--- config.mk ---
export PLATFORM = sky130hd
export DESIGN_NAME = b_store_unit
export DESIGN_NICKNAME = d
export VERILOG_FILES = /design/src/rtl/store_pkg.sv /design/src/rtl/store_byte_mux.sv /design/src/rtl/b_store_unit.sv
export SDC_FILE = /design/constraint.sdc
export NUM_CORES = 1
export LEC_CHECK = 0
export CORE_ASPECT_RATIO = 0.6
export CORE_UTILIZATION = 50
export CTS_CLUSTER_SIZE = 24
export DETAILED_ROUTE_END_ITERATION = 12
export PLACE_DENSITY_LB_ADDON = 0.25
export SYNTH_ARGS = -nofsm -noshare
export SYNTH_HDL_FRONTEND = slang
export SYNTH_HIERARCHICAL = 1
export SYNTH_SLANG_ARGS = --single-unit
--- constraint.sdc ---
create_clock -name clock_i -period 4.3 [get_ports clock_i]
set_input_delay 0.86 -clock clock_i [delete_from_list [all_inputs] [get_ports clock_i]]
set_output_delay 0.86 -clock clock_i [all_outputs]
set_load 0.02 [all_outputs]
--- src/rtl/store_pkg.sv ---
`default_nettype none
// ----------------------------------------------------------------------------
// store_pkg
// Size codes, FSM state encoding and store-decoding helpers shared by the
// B-operand store unit and its byte mux.
// Revision: 1.0
// ----------------------------------------------------------------------------
package store_pkg;

  localparam logic [1:0] SIZE_B = 2'b00;
  localparam logic [1:0] SIZE_H = 2'b01;
  localparam logic [1:0] SIZE_W = 2'b10;

  typedef enum logic [1:0] {
    IDLE  = 2'd0,
    WRITE = 2'd1,
    DONE  = 2'd2,
    ERR   = 2'd3
  } state_t;

  // Index of the final beat for a given size (beat count minus one).
  function automatic logic [1:0] last_beat(input logic [1:0] size);
    case (size)
      SIZE_H:  last_beat = 2'd1;
      SIZE_W:  last_beat = 2'd3;
      default: last_beat = 2'd0;
    endcase
  endfunction

  // Illegal size code or a half/word store that is not naturally aligned.
  function automatic logic is_illegal(input logic [1:0] size, input logic [1:0] lo);
    case (size)
      SIZE_B:  is_illegal = 1'b0;
      SIZE_H:  is_illegal = lo[0];
      SIZE_W:  is_illegal = (lo != 2'b00);
      default: is_illegal = 1'b1;
    endcase
  endfunction

endpackage
`default_nettype wire

--- src/rtl/store_byte_mux.sv ---
`default_nettype none
// ----------------------------------------------------------------------------
// store_byte_mux
// Picks byte [sel] of the latched store word (little-endian beat order).
// Revision: 1.0
// ----------------------------------------------------------------------------
module store_byte_mux (
  input  logic [31:0] word_i,
  input  logic [1:0]  sel_i,
  output logic [7:0]  byte_o
);

  // Byte lane select; beat 0 is the least significant byte.
  always_comb begin
    byte_o = 8'h00;
    case (sel_i)
      2'd0: byte_o = word_i[7:0];
      2'd1: byte_o = word_i[15:8];
      2'd2: byte_o = word_i[23:16];
      2'd3: byte_o = word_i[31:24];
      default: byte_o = 8'h00;
    endcase
  end

endmodule
`default_nettype wire

--- src/rtl/b_store_unit.sv ---
`default_nettype none
// ----------------------------------------------------------------------------
// b_store_unit
// Drains the latched B operand to a byte-wide memory port for SB/SH/SW,
// one little-endian byte per mem_we/mem_ack handshake.
// Revision: 1.0
// ----------------------------------------------------------------------------
module b_store_unit
  import store_pkg::*;
#(
  parameter int W  = 32,
  parameter int AW = 32
) (
  input  logic          clock_i,
  input  logic          reset_i,
  input  logic          start_i,
  input  logic [1:0]    size_i,
  input  logic [AW-1:0] addr_i,
  input  logic [W-1:0]  b_data_i,
  output logic          busy_o,
  output logic          done_o,
  output logic          err_o,
  output logic [AW-1:0] mem_addr_o,
  output logic [7:0]    mem_wdata_o,
  output logic          mem_we_o,
  input  logic          mem_ack_i
);

  state_t        state_q;
  logic [1:0]    beat_q;
  logic [1:0]    beat_d;
  logic [1:0]    last_q;
  logic [AW-1:0] addr_l_q;
  logic [31:0]   data_l_q;
  logic          busy_q;
  logic          done_q;
  logic          err_q;
  logic          we_q;

  // Only the low word of the operand is ever stored.
  assign beat_d = beat_q + 2'd1;

  // Control FSM: latches the request, walks beats on ack, pulses done/err.
  always_ff @(posedge clock_i) begin
    if (reset_i) begin
      state_q  <= IDLE;
      beat_q   <= 2'd0;
      last_q   <= 2'd0;
      addr_l_q <= '0;
      data_l_q <= '0;
      busy_q   <= 1'b0;
      done_q   <= 1'b0;
      err_q    <= 1'b0;
      we_q     <= 1'b0;
    end else begin
      case (state_q)
        IDLE: begin
          done_q <= 1'b0;
          err_q  <= 1'b0;
          if (start_i) begin
            addr_l_q <= addr_i;
            data_l_q <= b_data_i[31:0];
            last_q   <= last_beat(size_i);
            beat_q   <= 2'd0;
            if (is_illegal(size_i, addr_i[1:0])) begin
              state_q <= ERR;
              err_q   <= 1'b1;
            end else begin
              state_q <= WRITE;
              busy_q  <= 1'b1;
              we_q    <= 1'b1;
            end
          end
        end
        WRITE: begin
          // Address/data derive from beat_q, so they hold until the ack edge.
          if (mem_ack_i) begin
            if (beat_q == last_q) begin
              state_q <= DONE;
              busy_q  <= 1'b0;
              we_q    <= 1'b0;
              done_q  <= 1'b1;
            end else begin
              beat_q <= beat_d;
            end
          end
        end
        DONE: begin
          done_q  <= 1'b0;
          state_q <= IDLE;
        end
        ERR: begin
          err_q   <= 1'b0;
          state_q <= IDLE;
        end
        default: state_q <= IDLE;
      endcase
    end
  end

  store_byte_mux u_byte_mux (
    .word_i (data_l_q),
    .sel_i  (beat_q),
    .byte_o (mem_wdata_o)
  );

  // Address wraps modulo 2^AW by construction of the adder width.
  assign mem_addr_o = addr_l_q + AW'(beat_q);
  assign busy_o     = busy_q;
  assign done_o     = done_q;
  assign err_o      = err_q;
  assign mem_we_o   = we_q;

endmodule
`default_nettype wire

==> impl_metrics.csv, run 1 <==
group,metric,value,unit
sta,layout_setup_ws,0.288,ns
die,die_x,113,µm
clock_tree,cts_buffers,9,
pwr,clock_power_share,0.287,
routing,wl_met1,4.47,mm
clock_tree,htree_levels,3,
setup_path,startpoint_type,"flip-flop",
clock_tree,clk_path_buf_depth,2,
setup_path,crit_required,3.44,ns
pwr,p_sw,909,µW
pwr,power,2.58,mW
routing,ant_nets,0,
routing,wire_per_inst,15.3,µm
sta,clock.fmax,249,MHz
synthesis,ys_types,46,
routing,maxUsedRoutingLayer,"met4",
die,initial_utilization,0.535,
setup_path,worstPathArrival,3.15,ns
global_routing,grt_max_degree,41,
run,drv_cap,0,
setup_path,reg2regPathDepth,6,
die,die-area,0.00772,mm²
setup_path,endpoint,"mem_addr_o[26]",
setup_path,critPathKind,"flip-flop to output port",
die,die_h,68.5,µm
finish,nets,639,
pwr,seqPwrFrac,0.361,
finish,finalNonFillerCells,649,
global_routing,grt.total_usage,0.272,
finish,most-common-layout-cells,"141 x nand2_1, 112 x clkdlybuf4s50_1, 73 x dfxtp_1, 70 x a21oi_1, 24 x xnor2_1",
setup_path,crit_path_max_fanout,8,
sta,final_hold_viol_count,0,
sta,worstMarginPinSlew,0.748,ns
setup_path,reg2reg_from,"state_q[0]",
synthesis,synth_edf_count,0,
clock_tree,post_cts_resize_count,0,
place,port_buffers,113,
finish,diodes,0,
sta,fin_worst_skew,0.00548,ns
synthesis,ys_seq_elements,73,
synthesis,ys.flop_type,"dfxtp_1",
clock_tree,clk_latency,0.33,ns
setup_path,reg2reg_slack,2.04,ns
synthesis,netlist_area,0.00368,mm²
setup_path,end_kind,"output port",
clock_tree,post-cts-setup-buffers,0,
sta,maxSlewHeadroom,0.501,
pwr,power.share.switching,0.353,
outcome,status,"complete, no violations",
global_routing,grt.overflow.total,0,
place,place_area,0.00483,mm²
routing,drc,0,
sta,finalSetupTns,0,ns
die,ios,114,
setup_path,r2r-end,"data_l_q[5]",
sta,rsz0062_at_grt,"no",
sta,fin_crit,4.01,ns
place,placed_cells,634,
synthesis,ys_seq_area_frac,0.397,
setup_path,critPathLaunch,"addr_l_q[0]",
clock_tree,cts_root_buf,"clkbuf_16",
routing,viasPerCell,5.51,
pwr,cellPowerDensity,502,mW/mm²
synthesis,synth_warnings,6,
finish,drive_gt1_frac,0.0712,
clock_tree,cts_tree,"done",
place,dp_hpwl,6.90,mm
synthesis,synth-async-reset-ratio,0,
sta,fin_crit_sh,0.933,
synthesis,synthesis.nets,538,
place,gp_congestion,0.845,
global_routing,grt_pass1_wl,16.3,mm
pwr,p_int,1.67,mW
pwr,leakage,1.91,nW
die,row_count,23,
finish,fin_area,0.00513,mm²
global_routing,antenna_found_initial,0,
clock_tree,clk_pin_slew,0.05,ns
routing,dr_total_vias,3575,
sta,slew_viol_final,0,
place,dp_slack,0.719,ns
finish,layout_commonest_cell,"nand2_1",
routing,met3_length,789,µm
clock_tree,cts_sinks,73,
finish,syn_to_final_growth,39.5,%
synthesis,synth_cells,457,
die,coreArea,0.00688,mm²
sta,setup_viol,0,
pwr,ir_drop,278,µV
routing,route.met2.wl,4.56,mm
min_path,hold_class,"flip-flop to flip-flop",
routing,routed_wirelength,9.93,mm
routing,dr.pass1.iters,5,
pwr,comb_power_share,0.352,
synthesis,syn_area_per_cell,8.05,µm²
global_routing,grt_pass1_vias,3352,
routing,drt-initial-drc-count,246,
clock_tree,cts_hold_buffers,0,
==> state kept, by name, indices dropped and copies added (netlist names) <==
name / count
addr_l_q: 32
beat_q: 2
data_l_q: 32
done_o: 1
err_o: 1
last_q: 2
mem_we_o: 1
state_q: 2
==> critical path, cell delays in order (launching register included) <==
cell and delay [ns]:
dfxtp_1 0.34, ha_1 0.17, inv_1 0.06, fa_1 0.43
nand3b_1 0.23, nor2_1 0.52, nand4_1 0.21, xnor2_1 0.23
clkdlybuf4s50_1 0.64
==> power groups by stage <==
| stage | clock (mW) | sequential [mW] | combinational [mW] |
|---|---|---|---|
| detailed placement | 0 | 0.940 | 0.895 |
| CTS | 0.745 | 0.928 | 0.908 |
| global route | 0.779 | 0.949 | 0.998 |
| floorplan | 0 | 0.912 | 0.584 |
| global placement | 0 | 0.932 | 0.874 |
| finish | 0.738 | 0.931 | 0.907 |
==> worst min-delay path by stage <==
stage | from | to | cells past startpoint
global placement | data_l_q[10] | data_l_q[10] | 2
global route | data_l_q[27] | data_l_q[27] | 2
finish | data_l_q[26] | data_l_q[26] | 2
detailed placement | data_l_q[26] | data_l_q[26] | 2
CTS | data_l_q[26] | data_l_q[26] | 2
floorplan | data_l_q[16] | data_l_q[16] | 2
==> synth_stat cells, types with 4 or more instances <==
master    number  share of area
a21oi_1       70          0.095
and3_1         4         0.0068
buf_2          5         0.0068
clkbuf_1      18          0.018
dfxtp_1       73           0.40
ha_1          10          0.034
inv_1         13          0.013
mux4_2         8          0.049
nand2_1      142           0.14
nand3_1       10          0.014
nand4_1       10          0.017
nor2_1        12          0.012
o21ai_0        8          0.011
xnor2_1       24          0.057
xor2_1         8          0.019
==> cell type report <==
class                   instances  area (µm²)
repair buffers                118        1160
well taps                      87         109
flip-flops and latches         73        1460
clock buffers                  14         294
fillers                       529        1740
inverters                      13        48.8
multi-input cells             343        2050
clock inverters                 1        7.51
==> layer usage <==
metal	GRT usage	up-vias
li1	-	1747
met3	0.0709	17
met4	0.0833	0
met2	0.444	139
met5	0	-
met1	0.359	1672
==> stage by stage <==
step | hold slack, ns | util
2_1_floorplan | 0.433 | -
3_3_place_gp | 0.440 | 0.703
3_5_place_dp | 0.444 | 0.703
4_1_cts | 0.452 | 0.746
5_1_grt | 0.470 | 0.746
6_report | 0.452 | 0.746
==> cell families (layout without fill, tap and decap cells) <==
logic type                 Yosys count  count (layout)  share of synthesized area
buffers and inverters               41             146                     0.0472
DFF                                 73              73                      0.397
and+or+nand+nor                    204             204                      0.263
xor gates and xnor gates            32              32                     0.0761
AOI/OAI and AO/OA                   87              87                      0.125
muxes                                9               9                     0.0517
adders and majority gates           11              11                     0.0394
No activity file was read; power rests on OpenSTA's default activity.
==> inputs of run 2 (changes only) <==
--- a/config.mk
+++ b/config.mk
@@ -10,6 +10,7 @@
 export CTS_CLUSTER_SIZE = 24
 export DETAILED_ROUTE_END_ITERATION = 12
 export PLACE_DENSITY_LB_ADDON = 0.25
+export REMOVE_ABC_BUFFERS = 1
 export SYNTH_ARGS = -nofsm -noshare
 export SYNTH_HDL_FRONTEND = slang
 export SYNTH_HIERARCHICAL = 1
==> impl_metrics.csv, run 2 (synthesis results as in run 1) <==
group,metric,value,unit
global_routing,grt.overflow.total,0,
sta,final_hold_viol_count,0,
setup_path,reg2reg_from,"state_q[0]",
sta,setup_viol,0,
clock_tree,cts_root_buf,"clkbuf_16",
setup_path,worstPathArrival,3.02,ns
sta,layout_setup_ws,0.417,ns
routing,drt-initial-drc-count,241,
die,die-area,0.00772,mm²
min_path,hold_class,"flip-flop to flip-flop",
routing,viasPerCell,5.44,
sta,hold_ws,0.454,ns
sta,maxSlewHeadroom,0.347,
sta,fin_worst_skew,0.00514,ns
setup_path,critPathTopFamily,"simple AND/OR/NAND/NOR gates",
min_path,whs_path_depth,2,
clock_tree,clk_latency,0.34,ns
setup_path,crit_required,3.44,ns
sta,finalSetupTns,0,ns
setup_path,path_cells,"ha_1 > inv_1 > fa_1 > nand3b_1 > nor2_1 > nand4_1 > xnor2_1 > clkdlybuf4s50_1",
finish,finalNonFillerCells,650,
sta,fin_crit,3.88,ns
clock_tree,clk_pin_slew,0.06,ns
clock_tree,cts_sinks,73,
sta,fin_crit_sh,0.903,
routing,drc,0,
outcome,status,"complete, no violations",
die,initial_utilization,0.535,
die,ios,114,
min_path,hold_end,"data_l_q[25]",
finish,diodes,0,
sta,rsz0062_at_grt,"no",
clock_tree,htree_levels,3,
setup_path,crit_path_max_incr_delay,0.64,ns
routing,ant_nets,0,
setup_path,reg2reg_slack,2.05,ns
finish,layout_commonest_cell,"nand2_1",
die,die_x,113,µm
routing,dr_total_vias,3539,
sta,worstMarginPinSlew,0.980,ns
clock_tree,cts_tree,"done",
global_routing,grt_pass1_wl,15.2,mm
setup_path,end_kind,"output port",
sta,clock.fmax,258,MHz
pwr,ir_drop,469,µV
place,gp_congestion,0.788,
clock_tree,cts_hold_buffers,0,
finish,reg_top3,"addr_l_q (32), data_l_q (32)",
finish,most-common-layout-cells,"141 x nand2_1, 112 x clkdlybuf4s50_1, 73 x dfxtp_1, 70 x a21oi_1, 24 x xnor2_1",
pwr,cellPowerDensity,507,mW/mm²
pwr,power,2.61,mW
finish,fin_area,0.00515,mm²
place,dp_slack,0.805,ns
pwr,leakage,1.91,nW
setup_path,r2r-end,"addr_l_q[15]",
routing,routed_wirelength,9.63,mm
clock_tree,post_cts_resize_count,0,
die,die_h,68.5,µm
finish,syn_to_final_growth,39.9,%
routing,wire_per_inst,14.8,µm
place,port_buffers,113,
finish,final_core_util,0.749,
setup_path,critPathKind,"flip-flop to output port",
place,place_area,0.00483,mm²
setup_path,crit_path_max_fanout,8,
clock_tree,post-cts-setup-buffers,0,
die,row_count,23,
finish,drive_gt1_frac,0.0710,
clock_tree,clk_path_buf_depth,2,
routing,dr.pass1.iters,5,
clock_tree,cts_buffers,9,
min_path,min_from,"data_l_q[25]",
run,drv_cap,0,
setup_path,reg2regPathDepth,6,
global_routing,grt.total_usage,0.259,
place,placed_cells,634,
setup_path,critPathLaunch,"addr_l_q[0]",
setup_path,worst_path_max_delay_cell,"clkdlybuf4s50_1",
finish,nets,639,
setup_path,crit_buf_inv,2,
global_routing,grt_pass1_vias,3222,
sta,slew_viol_final,0,
global_routing,antenna_found_initial,0,
global_routing,grt_max_degree,54,
setup_path,startpoint_type,"flip-flop",
place,dp_hpwl,6.79,mm
die,coreArea,0.00688,mm²
run 2: routing by layer:
| metal | GRT usage | vias to the layer above | wire length, µm |
|---|---|---|---|
| met4 | 0.0700 | 0 | 101 |
| met5 | 0 | - | 0 |
| met3 | 0.0833 | 10 | 746 |
| met2 | 0.428 | 142 | 4360 |
| li1 | - | 1737 | - |
| met1 | 0.331 | 1650 | 4430 |
run 2: worst max path at each step:
stage | slack [ns] | depth (start not counted) | endpoint
after floorplan | 0.98 | 7 | mem_addr_o[30]
after detailed placement | 0.81 | 8 | mem_addr_o[30]
after global placement | 0.85 | 8 | mem_addr_o[22]
after global routing | 0.22 | 8 | mem_addr_o[22]
final | 0.42 | 8 | mem_addr_o[22]
after CTS | 0.43 | 8 | mem_addr_o[22]
run 2: cell type report:
class	instances	area, µm²
multi-input cells	343	2050
fillers	524	1730
flip-flops and latches	73	1460
repair buffers	118	1160
clock buffers	13	270
well taps	87	109
inverters	13	48.8
clock inverters	3	46.3
run 2: report_power, final:
group	switching [mW]	internal, mW
sequential	0.117	0.808
clock	0.284	0.499
combinational	0.508	0.394
run 2: worst register-to-register path, stage by stage (launching register included):
cell and delay (ns):
dfxtp_1 0.34, inv_1 0.13, ha_1 0.30, and2_2 0.74
buf_4 0.43, nand2_1 0.10, a21oi_1 0.14
